==> config.mk <==
export PLATFORM = sky130hd
export DESIGN_NAME = servo_pwm_gen_flat
export DESIGN_NICKNAME = d
export VERILOG_FILES = /design/src/rtl/servo_pkg.sv /design/src/rtl/servo_pwm_gen_if.sv /design/src/rtl/servo_frame_timer.sv /design/src/rtl/servo_pwm_gen.sv /design/src/flat_wrapper.sv
export SDC_FILE = /design/constraint.sdc
export NUM_CORES = 1
export LEC_CHECK = 0
export ABC_AREA = 1
export ABC_CLOCK_PERIOD_IN_PS = 5100
export CAP_MARGIN = 15
export CORE_ASPECT_RATIO = 1.25
export CORE_MARGIN = 2
export CORE_UTILIZATION = 55
export CTS_CLUSTER_DIAMETER = 150
export CTS_CLUSTER_SIZE = 40
export DETAILED_ROUTE_END_ITERATION = 10
export GPL_TIMING_DRIVEN = 0
export PLACE_DENSITY = 0.79
export SETUP_SLACK_MARGIN = 0.05
export SLEW_MARGIN = 15
export SYNTH_ARGS = -nofsm -noshare
export SYNTH_HDL_FRONTEND = slang
export SYNTH_SLANG_ARGS = --single-unit
==> constraint.sdc <==
create_clock -name clk -period 5.1 [get_ports clk]
set_input_delay 1.02 -clock clk [delete_from_list [all_inputs] [get_ports clk]]
set_output_delay 1.02 -clock clk [all_outputs]
set_load 0.02 [all_outputs]
==> src/rtl/servo_pkg.sv <==
// Shared constants and FSM encoding for the servo PWM path and the
// marble-dispense controller that drives it.
package servo_pkg;

    localparam int CLK_HZ            = 100_000_000;
    localparam int PERIOD_CYCLES_DEF = 2_000_000;
    localparam int MIN_PULSE_DEF     = 50_000;
    localparam int MAX_PULSE_DEF     = 250_000;
    localparam int SETTLE_FRAMES_DEF = 25;
    localparam int WIDTH_DEF         = 21;

    localparam int ANGLE_DISPENSE = 230_000;
    localparam int ANGLE_HOME     = 65_000;

    typedef enum logic [1:0] {
        RELEASED = 2'd0,
        MOVING   = 2'd1,
        HOLDING  = 2'd2
    } servo_state_e;

endpackage

==> src/rtl/servo_pwm_gen_if.sv <==
// Link between the dispense controller (master) and the servo PWM generator (slave).
interface servo_pwm_gen_if #(
    parameter int WIDTH = 21
);
    logic [WIDTH-1:0] angle_value;
    logic [WIDTH-1:0] pulse_width;
    logic             settled;
    logic             frame_start;

    modport master (output angle_value, input pulse_width, settled, frame_start);
    modport slave  (input angle_value, output pulse_width, settled, frame_start);
endinterface

==> src/rtl/servo_frame_timer.sv <==
// Wrapping frame counter; the first edge after reset opens a fresh frame at count 0.
module servo_frame_timer #(
    parameter int PERIOD_CYCLES = 2_000_000,
    parameter int CW            = 21
) (
    input  logic          clk,
    input  logic          rst_n,
    output logic [CW-1:0] frame_cnt,
    output logic          sample,
    output logic          frame_start
);

    logic          started_q, started_d;
    logic [CW-1:0] cnt_q, cnt_d;
    logic          frame_start_q, frame_start_d;

    always_comb begin
        sample        = !started_q || (cnt_q == CW'(PERIOD_CYCLES - 1));
        started_d     = 1'b1;
        cnt_d         = sample ? '0 : cnt_q + CW'(1);
        frame_start_d = sample;
    end

    always_ff @(posedge clk or negedge rst_n) begin
        if (!rst_n) begin
            started_q     <= 1'b0;
            cnt_q         <= '0;
            frame_start_q <= 1'b0;
        end else begin
            started_q     <= started_d;
            cnt_q         <= cnt_d;
            frame_start_q <= frame_start_d;
        end
    end

    assign frame_cnt   = cnt_q;
    assign frame_start = frame_start_q;

endmodule

==> src/rtl/servo_pwm_gen.sv <==
// Servo PWM generator: samples and clamps the requested width once per frame.
//   state    | meaning
//   RELEASED | shadow is 0, no pulses
//   MOVING   | new non-zero width, fewer than SETTLE_FRAMES matching frames
//   HOLDING  | width unchanged for SETTLE_FRAMES frames, settled = 1
module servo_pwm_gen
    import servo_pkg::*;
#(
    parameter int PERIOD_CYCLES = PERIOD_CYCLES_DEF,
    parameter int MIN_PULSE     = MIN_PULSE_DEF,
    parameter int MAX_PULSE     = MAX_PULSE_DEF,
    parameter int SETTLE_FRAMES = SETTLE_FRAMES_DEF,
    parameter int WIDTH         = WIDTH_DEF
) (
    input  logic            clk,
    input  logic            rst_n,
    servo_pwm_gen_if.slave  ang,
    output logic            servo_pwm
);

    localparam int CW   = $clog2(PERIOD_CYCLES);
    localparam int CMPW = ((CW > WIDTH) ? CW : WIDTH) + 1;
    localparam int SW   = $clog2(SETTLE_FRAMES + 1);

    logic [CW-1:0]    frame_cnt;
    logic             sample;
    logic             frame_start;

    logic [WIDTH-1:0] clamped;
    logic [WIDTH-1:0] shadow_q, shadow_d;
    logic [SW-1:0]    settle_cnt_q, settle_cnt_d;
    servo_state_e     state_q, state_d;
    logic             servo_pwm_q, servo_pwm_d;
    logic             settled_q, settled_d;

    servo_frame_timer #(
        .PERIOD_CYCLES (PERIOD_CYCLES),
        .CW            (CW)
    ) u_timer (
        .clk         (clk),
        .rst_n       (rst_n),
        .frame_cnt   (frame_cnt),
        .sample      (sample),
        .frame_start (frame_start)
    );

    always_comb begin
        clamped = ang.angle_value;
        if (ang.angle_value == '0)
            clamped = '0;
        else if (ang.angle_value < WIDTH'(MIN_PULSE))
            clamped = WIDTH'(MIN_PULSE);
        else if (ang.angle_value > WIDTH'(MAX_PULSE))
            clamped = WIDTH'(MAX_PULSE);
    end

    always_comb begin
        shadow_d     = shadow_q;
        settle_cnt_d = settle_cnt_q;
        state_d      = state_q;
        if (sample) begin
            shadow_d = clamped;
            if (clamped != shadow_q) begin
                settle_cnt_d = '0;
                state_d      = (clamped == '0) ? RELEASED : MOVING;
            end else if (clamped != '0) begin
                if (settle_cnt_q < SW'(SETTLE_FRAMES))
                    settle_cnt_d = settle_cnt_q + SW'(1);
                state_d = (settle_cnt_d == SW'(SETTLE_FRAMES)) ? HOLDING : MOVING;
            end else begin
                settle_cnt_d = '0;
                state_d      = RELEASED;
            end
            servo_pwm_d = (clamped != '0);
        end else begin
            // compare against the count the next cycle will carry, so the pin is registered
            servo_pwm_d = (CMPW'(frame_cnt) + CMPW'(1)) < CMPW'(shadow_q);
        end
        settled_d = (state_d == HOLDING);
    end

    always_ff @(posedge clk or negedge rst_n) begin
        if (!rst_n) begin
            shadow_q     <= '0;
            settle_cnt_q <= '0;
            state_q      <= RELEASED;
            servo_pwm_q  <= 1'b0;
            settled_q    <= 1'b0;
        end else begin
            shadow_q     <= shadow_d;
            settle_cnt_q <= settle_cnt_d;
            state_q      <= state_d;
            servo_pwm_q  <= servo_pwm_d;
            settled_q    <= settled_d;
        end
    end

    assign servo_pwm       = servo_pwm_q;
    assign ang.pulse_width = shadow_q;
    assign ang.settled     = settled_q;
    assign ang.frame_start = frame_start;

endmodule

==> src/flat_wrapper.sv <==
// flat-port wrapper written by rule: the top's interface ports become plain ports
module servo_pwm_gen_flat import servo_pkg::*;
#(
    parameter int PERIOD_CYCLES = PERIOD_CYCLES_DEF,
    parameter int MIN_PULSE     = MIN_PULSE_DEF,
    parameter int MAX_PULSE     = MAX_PULSE_DEF,
    parameter int SETTLE_FRAMES = SETTLE_FRAMES_DEF,
    parameter int WIDTH         = WIDTH_DEF
)
  (clk, rst_n, servo_pwm, ang_angle_value, ang_pulse_width, ang_settled, ang_frame_start);
  servo_pwm_gen_if #(.WIDTH(WIDTH)) ang_i ();
  input  logic clk;
  input  logic rst_n;
  output logic servo_pwm;
  input wire logic [$bits(ang_i.angle_value)-1:0] ang_angle_value;
  output wire logic [$bits(ang_i.pulse_width)-1:0] ang_pulse_width;
  output wire logic [$bits(ang_i.settled)-1:0] ang_settled;
  output wire logic [$bits(ang_i.frame_start)-1:0] ang_frame_start;
  assign ang_i.angle_value = ang_angle_value;
  assign ang_pulse_width = ang_i.pulse_width;
  assign ang_settled = ang_i.settled;
  assign ang_frame_start = ang_i.frame_start;
  servo_pwm_gen #(.PERIOD_CYCLES(PERIOD_CYCLES), .MIN_PULSE(MIN_PULSE), .MAX_PULSE(MAX_PULSE), .SETTLE_FRAMES(SETTLE_FRAMES), .WIDTH(WIDTH)) u_core (.clk(clk), .rst_n(rst_n), .ang(ang_i), .servo_pwm(servo_pwm));
endmodule
==> results_dict.tcl, run 1 <==
set metrics [dict create \
    detail_route.drc_violations 0 \
    kind_of_critical_path "primary input to flop" \
    hold_path_class "flop to flop" \
    antenna_cells_inserted 0 \
    synth_top_family_by_area "simple AND/OR/NAND/NOR gates" \
    postPlaceCellArea_sq_um 4310 \
    clock-skew-final_ns 0.00625 \
    start_kind "primary input" \
    cp_top_family "simple AND/OR/NAND/NOR gates" \
    worstMarginPinSlew_ns 0.689 \
    fin_ws_ns 1.97 \
    finalSetupTns_ns 0 \
    worst_setup_path_end_kind "flop" \
    grt_remaining_overflow 0 \
    arrival_ns 3.36 \
    synth_area_per_cell_sq_um 6.93 \
    clk_latency_ns 0.31 \
    yosysUniqueCellTypes 35 \
    synth_cells 540 \
    worst-path-buf-inv 2 \
    grt_setup_unrepaired "no" \
    wirelength_um 9220 \
    postSynth.asyncResetShare_pct 100 \
    max_cap_viol_count 0 \
    drive_above_1_share_pct 8.42 \
    syn-num-nets 585 \
    detail_route.iter0.violations 136 \
    initial_util_pct 57.0 \
    ir_drop_mv 0.156 \
    synth_seq_area_share_pct 35.5 \
    ioPinCount 47 \
    dp_slack_ns 1.71 \
    predominant_post_synthesis_flop_cell "dfrtp_1" \
    fmaxAchievable_ghz 0.319 \
    drt-vias-per-instance 5.29 \
    synth-compound-area-share_pct 7.22 \
    floorplan.die.width_um 77.8 \
    critical_path_required_ns 5.33 \
    max-slew-margin-rel_pct 54.1 \
    cts-root-buf "clkbuf_8" \
    utilization_after_layout_pct 66.9 \
    worst_hold_slack_ns 0.496 \
    mappedNetlistArea_sq_um 3740 \
    drt_pass1_iterations 4 \
    cts_num_sinks 53 \
    synth_largest_type_area_fraction_pct 35.5 \
    synth_area_leader_cell "dfrtp_1" \
    postSynthRegisterBits 53 \
    post_synth_adder_cell_area_pct 7.36 \
    first_global_vias 3590 \
    grt_first_pass_wirelength_um 16000 \
    cts_buffer_depth 2 \
    critPathMostFrequentCell "nor2_1" \
    synthTopCellsByArea "dfrtp_1 (35%), nand2_1 (13%), inv_1 (8.5%), ha_1 (7.4%), nor2_1 (6.6%)" \
    port-buffer-count 46 \
    simple_gate_share_of_the_synthesized_area_pct 35.5 \
    cts_made_buffers 5 \
    worst-path-max-fanout 10 \
    wire_length_per_cell_after_detailed_routing_um 13.5 \
    postCtsSetupRepairBufs 0 \
    via_count 3602 \
    outcome "completed" \
    finalInstanceArea_sq_um 4390 \
    nNetsFinal 638 \
    ctsResizeCount 0 \
    hold_buffers 0 \
    clock_tree_from_tritoncts "done" \
    delay_of_the_slowest_cell_on_the_worst_path_ns 0.59 \
    core.rowCount 33 \
    synth_enable_flop_cells 0 \
    die-area_sq_um 7480 \
    drtAntennaViolNets 0 \
    finalMaxSlewViolations 0 \
    grt_util_all_layers_pct 26.8 \
    post-synth-top-count-cell "nand2_1" \
    layout-area-overhead-vs-synth_pct 17.4 \
    synth_top_cells_by_count "nand2_1 (134), inv_1 (85), nor2_1 (66)" \
    core_area_sq_um 6570 \
    largest_net_degree_at_the_start_of_global_routing 54 \
    pwr_density_cell_nw_per_um2 191 \
    fin_crit_sh_pct 61.4 \
    yosys.area_share.xor_xnor_pct 3.28 \
    final.min_clock_period_ns 3.13 \
    clk_pin_slew_worst_paths_ns 0.09 \
    timing.reg2reg.setup_slack_ns 2.07 \
    crit_path_cell_trace "clkdlybuf4s50_1, nand4_1, nor2_1, nand3_1, nand3_2, nand2_4, buf_8, nand2_2, nor2_1, nor2_1, nand2_1, nor2_1, nand2_1, nor2_2, and2_4, nand3_1, o21ai_1" \
    cts_htree_levels 2 \
    place.gp.congestion 0.960 \
    synth.mux.area_fraction_pct 0 \
    hold_violations 0 \
    power_leakage_nw 2.20 \
    number_of_warnings_issued_by_yosys 0 \
    antenna_found_initial 0 \
    crit_slowest_cell "clkdlybuf4s50_1" \
    setup_violations 0 \
    die_height_um 96.2 \
    detailedPlacementHpwl_um 7310 \
]
==> tightest hold or removal path, stage by stage, from the launching register on <==
cell and delay [ns]:
dfrtp_1 0.33, nand2_1 0.06, nand2_2 0.08
==> cells by family after synthesis <==
logic type	Yosys count
compound gates	50
xor+xnor	14
fa+ha+maj	22
buf+inv	105
flops	53
other cells	1
simple gates	295
==> layout make-up <==
type	count	area (sq um)
Inverter	96	363
Tap cell	87	109
Clock buffer	7	76.3
Sequential cell	53	1330
Clock inverter	1	7.51
Fill cell	585	2170
Timing Repair Buffer	46	458
Multi-Input combinational cell	382	2000
Buffer	9	53.8
==> flip-flops by register name (all words and copies together), names as in the netlist <==
signal                      cells
u_core.ang.pulse_width         21
u_core.u_timer.frame_cnt       21
u_core.settle_cnt_q             5
u_core.state_q                  2
u_core.ang.settled              1
u_core.servo_pwm                1
u_core.u_timer.frame_start      1
u_core.u_timer.started_q        1
==> cells in the final DEF (no fill, tap or decap), drive strengths merged <==
cell type / synthesis / layout
nand2: 144 / 144
nor2: 79 / 79
nand3: 39 / 39
nand4: 13 / 13
o21bai: 1 / 1
clkbuf: 6 / 13
conb: 1 / 1
nor4: 3 / 3
clkinv: 1 / 1
nor3: 15 / 15
ha: 22 / 22
a31oi: 1 / 1
o221ai: 1 / 1
o21ai: 31 / 31
or4: 1 / 1
clkinvlp: 0 / 1
xor2: 14 / 14
clkdlybuf4s50: 0 / 45
and2: 1 / 1
o311ai: 1 / 1
a21oi: 12 / 12
o211ai: 2 / 2
o2111ai: 1 / 1
inv: 95 / 95
buf: 3 / 4
dfrtp: 53 / 53
==> power by group <==
group | switching, mW | internal [mW]
sequential | 0.0113 | 0.432
clock | 0.139 | 0.0976
combinational | 0.0965 | 0.0632
total | 0.247 | 0.592
==> metal layers <==
| layer | GRT usage, % | routed length, um | part of all wire, % |
|---|---|---|---|
| met4 | 7.59 | 164 | 1.8 |
| met1 | 31.4 | 3820 | 41 |
| met5 | 0 | 0 | 0 |
| met2 | 51.4 | 4830 | 52 |
| met3 | 3.19 | 407 | 4.4 |
==> per-stage QoR <==
| stage | total power, mW | cells |
|---|---|---|
| 4_1_cts | 0.844 | 681 |
| 3_5_place_dp | 0.610 | 673 |
| 2_1_floorplan | 0.537 | 540 |
| 3_3_place_gp | 0.606 | 673 |
| 6_report | 0.839 | 681 |
| 5_1_grt | 0.880 | 681 |
==> final timing paths <==
kind,start,to,depth (start not counted)
min in group asynchronous,rst_n,u_core.ang.pulse_width[2],1
worst min register to register,u_core.state_q[0],u_core.state_q[0],2
max in group asynchronous,rst_n,u_core.u_timer.frame_cnt[18],1
worst max register to register,u_core.u_timer.frame_cnt[0],u_core.servo_pwm,22
worst max-delay path,ang_angle_value[14],u_core.settle_cnt_q[2],17
worst min-delay path,u_core.state_q[0],u_core.state_q[0],2
Power figures use the tool's default switching activity.
==> inputs of run 2 (changes only) <==
Settings changed: ABC_CLOCK_PERIOD_IN_PS 5100 to 2590, CORE_UTILIZATION 55 to 51, PLACE_DENSITY 0.79 to 0.77.
Clock period 5.1 ns to 2.59 ns, I/O delays scaled along.
==> run 2 against run 1 <==
  * The flow now finishes with violations (negative setup slack)
  * Combinational power is 110% higher
  * Register-to-register slack worse by 2.6 ns
  * Clock skew is 0.0038 ns higher
  * Wire length up 6.4%
  * Global-route usage down 2.2 points
  * Critical endpoint is now u_core.servo_pwm
  * Critical path type is now flop to flop
  * Final area up 8.0%
  * Via count rose by 2.2%
==> results_dict.tcl, run 2 (synthesis results as in run 1) <==
set metrics [dict create \
    outcome "finished with violations" \
    failed_checks "negative setup slack" \
    clock-skew-final_ns 0.0100 \
    fin_total_pwr_mw 1.68 \
    cts-root-buf "clkbuf_8" \
    floorplan.die.width_um 80.6 \
    power_leakage_nw 2.46 \
    detail_route.drc_violations 0 \
    clk_latency_ns 0.31 \
    core_area_sq_um 7020 \
    fmaxAchievable_ghz 0.325 \
    crit_slowest_cell "dfrtp_1" \
    initial_util_pct 53.3 \
    grt_remaining_overflow 0 \
    largest_net_degree_at_the_start_of_global_routing 29 \
    fin_ws_ns -0.490 \
    hold_path_class "primary input to async pin" \
    ioPinCount 47 \
    first_global_vias 3523 \
    detail_route.iter0.violations 219 \
    setup_violations 1 \
    finalMaxSlewViolations 0 \
    regArea_sq_um 1330 \
    antenna_cells_inserted 0 \
    fin_crit_sh_pct 119 \
    final_cell_mix "nand2_1 (122), inv_1 (81), nor2_1 (59)" \
    dp_slack_ns -0.490 \
    layout_commonest_cell "nand2_1" \
    detailedPlacementHpwl_um 7400 \
    port-buffer-count 46 \
    worst-path-buf-inv 3 \
    cts_buffer_depth 2 \
    final.min_clock_period_ns 3.08 \
    via_count 3681 \
    layout-area-overhead-vs-synth_pct 26.8 \
    cts_made_buffers 5 \
    max-slew-margin-rel_pct 57.1 \
    delay_of_the_slowest_cell_on_the_worst_path_ns 0.37 \
    multi_input_comb_area_sq_um 2150 \
    wirelength_um 9810 \
    cp_top_family "simple AND/OR/NAND/NOR gates" \
    pwr_density_cell_nw_per_um2 354 \
    cts_num_sinks 53 \
    drtAntennaViolNets 0 \
    nNetsFinal 658 \
    clock_tree_from_tritoncts "done" \
    grt_setup_unrepaired "yes" \
    kind_of_critical_path "flop to flop" \
    wire_length_per_cell_after_detailed_routing_um 13.9 \
    number_of_filler_instances_in_the_final_layout 630 \
    cts_htree_levels 2 \
    place.gp.congestion 0.868 \
    hold_violations 0 \
    arrival_ns 3.28 \
    drt-vias-per-instance 5.23 \
    die_height_um 99.8 \
    start_kind "flop" \
    critical_path_required_ns 2.79 \
    worst_setup_path_end_kind "flop" \
    ir_drop_mv 0.245 \
    die-area_sq_um 8040 \
    drt_pass1_iterations 5 \
    core.rowCount 34 \
    worst-path-max-fanout 3 \
    finalSetupTns_ns -0.490 \
    grt_first_pass_wirelength_um 15500 \
    worstMarginPinSlew_ns 0.634 \
    max_cap_viol_count 0 \
    clk_pin_slew_worst_paths_ns 0.10 \
    grt_util_all_layers_pct 24.6 \
    hold_buffers 0 \
    crit_path_cell_trace "ha_2, nand2_2, nor2_2, inv_2, nor2_4, inv_2, nor2_4, nand2_2, nor3_4, nand4_1, nor2_2, nand3_2, nor2_4, nand3_2, xor2_2, inv_1, ha_1, nand2_2, nor2_1, nand2_1, o2111ai_2, nand2_1" \
    antenna_found_initial 0 \
    drive_above_1_share_pct 17.4 \
]
==> run 2: metrics by stage <==
| stage | utilization [%] | area [sq um] | hold WS [ns] | cells |
|---|---|---|---|---|
| after floorplan | - | 3740 | 0.222 | 540 |
| after global placement | 61.5 | 4310 | 0.462 | 676 |
| after detailed placement | 61.7 | 4330 | 0.480 | 677 |
| after CTS | 64.3 | 4510 | 0.229 | 693 |
| after global routing | 67.6 | 4740 | 0.264 | 704 |
| final | 67.6 | 4740 | 0.216 | 704 |
==> run 2: repair_timing <==
action | CTS | global route
gates resized for setup | 25 | 52
gates cloned | 1 | 1
pin swaps | 15 | 14
setup buffers | 7 | 11
hold endpoints to repair | 0 | 0
endpoints found under the setup margin | 23 | 36
==> run 2: power breakdown <==
group / internal [mW] / switching (mW) / leakage (nW) / total, mW
Clock: 0.192 / 0.278 / 0.0385 / 0.470
Sequential: 0.850 / 0.0220 / 0.702 / 0.872
Combinational: 0.137 / 0.201 / 1.72 / 0.338
==> run 2: metal layers <==
layer  global-route usage [%]  vias to the layer above  part of all wire [%]
li1                         -                     1839                     -
met1                     29.8                     1731                    41
met2                     43.9                       90                    53
met3                     2.99                       21                   4.2
met4                     9.52                        0                   2.3
met5                        0                        -                     0
==> run 2: worst reg2reg max path, delay by kind of cell, from the launching register on <==
| kind | cells | cell delay, ns |
|---|---|---|
| AOI/OAI and AO/OA | 1 | 0.07 |
| xor gates and xnor gates | 1 | 0.15 |
| adders and majority gates | 2 | 0.47 |
| buffers and inverters | 3 | 0.18 |
| DFF | 1 | 0.37 |
| and+or+nand+nor | 15 | 1.73 |
==> run 2: final timing paths <==
path	depth (start not counted)	to	slack, ns	from
max	22	u_core.servo_pwm	-0.49	u_core.u_timer.frame_cnt[1]
min	1	u_core.state_q[1]	0.22	rst_n
max reg2reg	22	u_core.servo_pwm	-0.49	u_core.u_timer.frame_cnt[1]
min reg2reg	2	u_core.state_q[1]	0.50	u_core.state_q[1]
max in group asynchronous	2	u_core.u_timer.frame_cnt[5]	1.81	rst_n
min in group clk	2	u_core.state_q[1]	0.50	u_core.state_q[1]
==> run 2: cell type report <==
class	instances	share of cell area, %
inverter	96	7.67
sequential	53	28.0
clock buffer	7	1.61
tap	90	2.37
buffer	9	1.21
timing repair buffer	66	13.7
clock inverter	1	0.158
multi-input combinational	382	45.4
==> inputs of run 3 (changes only) <==
Settings changed: CORE_UTILIZATION 51 to 52, CTS_BUF_LIST set to sky130_fd_sc_hd__clkbuf_8, CTS_CLUSTER_DIAMETER 150 to unset, PLACE_DENSITY 0.77 to 0.79.
==> run 3 against run 2 <==
  * The run still ends with negative setup slack left
  * Critical path type unchanged
  * Sequential power hardly changed
  * Worst hold slack gained 0.015 ns
  * First-iteration DRC count fell by 29%
  * Clock power barely moved
  * Register-to-register slack gained 0.07 ns
  * Flip-flop and latch count stayed put
  * Setup slack better by 0.074 ns
  * Final area fell by 0.18%
  * Via count up 1.1%
  * Cell count shrank 0.57%
  * Die area decreased by 1.8%
  * Largest cell class unchanged
  * Global-route usage is 0.35 points higher
==> results_dict.tcl, run 3 (synthesis results as in run 1) <==
set metrics [dict create \
    outcome "finished with violations" \
    failed_checks "negative setup slack" \
    detail_route.iter0.violations 156 \
    grt_setup_unrepaired "yes" \
    grt_first_pass_wirelength_um 15800 \
    cts_buffer_depth 2 \
    delay_of_the_slowest_cell_on_the_worst_path_ns 0.37 \
    final.min_clock_period_ns 3.01 \
    number_of_filler_instances_in_the_final_layout 595 \
    detailedPlacementHpwl_um 7250 \
    hold_buffers 0 \
    drt_pass1_iterations 5 \
    critical_path_required_ns 2.79 \
    drive_above_1_share_pct 17.2 \
    finalInstanceArea_sq_um 4740 \
    hold_path_class "primary input to async pin" \
    arrival_ns 3.21 \
    initial_util_pct 53.6 \
    clock-skew-final_ns 0.00672 \
    net-switching-power_mw 0.515 \
    crit_slowest_cell "dfrtp_1" \
    ir_drop_mv 0.249 \
    clock_power_share_pct 27.9 \
    pwr_density_cell_nw_per_um2 355 \
    seq_power_share_pct 51.8 \
    hold_violations 0 \
    grt_util_all_layers_pct 24.9 \
    ioPinCount 47 \
    grt_remaining_overflow 0 \
    final_cell_mix "nand2_1 (123), inv_1 (82), nor2_1 (56)" \
    crit_path_cell_trace "ha_2, nand2_2, nor2_2, inv_2, nor2_2, inv_2, nor2_4, nand2_2, nor3_2, nand4_1, nor2_2, nand3_2, nor2_4, nand3_2, xor2_2, inv_2, ha_4, nand2_2, nor2_1, nand2_1, o2111ai_2, nand2_1" \
    cts_num_sinks 53 \
    die_height_um 98.8 \
    worst-path-max-fanout 3 \
    finalMaxSlewViolations 0 \
    cts_htree_levels 2 \
    port-buffer-count 46 \
    wirelength_um 9700 \
    regArea_sq_um 1330 \
    via_count 3723 \
    multi_input_comb_area_sq_um 2170 \
    core.rowCount 34 \
    drt-vias-per-instance 5.32 \
    placed_cells 676 \
    floorplan.die.width_um 79.9 \
    layout-area-overhead-vs-synth_pct 26.6 \
    place.gp.congestion 0.960 \
    clk_latency_ns 0.31 \
    antenna_found_initial 0 \
    kind_of_critical_path "flop to flop" \
    largest_net_degree_at_the_start_of_global_routing 54 \
    fin_crit_sh_pct 116 \
    cp_top_family "simple AND/OR/NAND/NOR gates" \
    utilization_after_layout_pct 67.9 \
    post_layout_nonfiller_instances 700 \
    die-area_sq_um 7890 \
    max_cap_viol_count 0 \
    nNetsFinal 654 \
    wire_length_per_cell_after_detailed_routing_um 13.9 \
    antenna_cells_inserted 0 \
    clk_pin_slew_worst_paths_ns 0.10 \
    max-slew-margin-rel_pct 54.5 \
    worst_setup_path_end_kind "flop" \
    fmaxAchievable_ghz 0.333 \
    cts_made_buffers 5 \
    detail_route.drc_violations 0 \
    core_area_sq_um 6980 \
    worstMarginPinSlew_ns 0.682 \
    power.combinational.fraction_pct 20.2 \
    power_leakage_nw 2.43 \
    finalSetupTns_ns -0.417 \
    drtAntennaViolNets 0 \
    worst-path-buf-inv 3 \
    first_global_vias 3558 \
    power.share.switching_pct 30.6 \
    clock_tree_from_tritoncts "done" \
    layout_commonest_cell "nand2_1" \
    cts-root-buf "clkbuf_8" \
    setup_violations 1 \
    internal-power_mw 1.17 \
    postPlaceCellArea_sq_um 4310 \
    fin_ws_ns -0.417 \
    start_kind "flop" \
]
==> run 3: power by group through the flow <==
stage,registers (mW),clock network (mW),logic (mW)
finish,0.872,0.470,0.340
global route,0.875,0.505,0.375
CTS,0.871,0.474,0.318
detailed placement,0.888,0,0.312
global placement,0.887,0,0.304
floorplan,0.905,0,0.152
==> run 3: layout make-up <==
class | count | share of cell area, %
Buffer | 9 | 1.22
Clock inverter | 3 | 0.317
Timing Repair Buffer | 62 | 13.0
Tap cell | 90 | 2.38
Clock buffer | 5 | 1.45
Multi-Input combinational cell | 382 | 45.9
Sequential cell | 53 | 28.0
Inverter | 96 | 7.74
==> run 3: stage by stage <==
stage,hold slack [ns],setup WS [ns],power [mW]
2_1_floorplan,0.222,-0.0438,1.06
3_3_place_gp,0.462,-0.612,1.19
3_5_place_dp,0.465,-0.377,1.20
4_1_cts,0.266,-0.380,1.66
5_1_grt,0.306,-0.699,1.75
6_report,0.232,-0.417,1.68
==> run 3: repair_timing <==
item | CTS | global route
cloned | 1 | 0
pin swaps | 18 | 24
resized for setup | 22 | 57
buffers inserted | 5 | 10
endpoints found under the setup margin | 7 | 26
==> run 3: path summary, 6_finish.rpt <==
check                                        endpoint  cells past startpoint                         from  slack [ns]
max                                  u_core.servo_pwm                     22  u_core.u_timer.frame_cnt[0]       -0.42
min                         u_core.ang.pulse_width[1]                      1                        rst_n        0.23
max reg2reg                          u_core.servo_pwm                     22  u_core.u_timer.frame_cnt[0]       -0.42
min reg2reg                         u_core.state_q[1]                      2            u_core.state_q[1]        0.48
max in group asynchronous  u_core.ang.pulse_width[14]                      1                        rst_n        1.90
min in group clk                    u_core.state_q[1]                      2            u_core.state_q[1]        0.48
==> run 3: per-layer routing <==
metal,vias up,track usage (%),routed length [um]
li1,1838,-,-
met1,1773,30.4,4040
met2,88,44.5,5030
met3,24,3.39,355
met4,0,8.87,271
met5,-,0,0
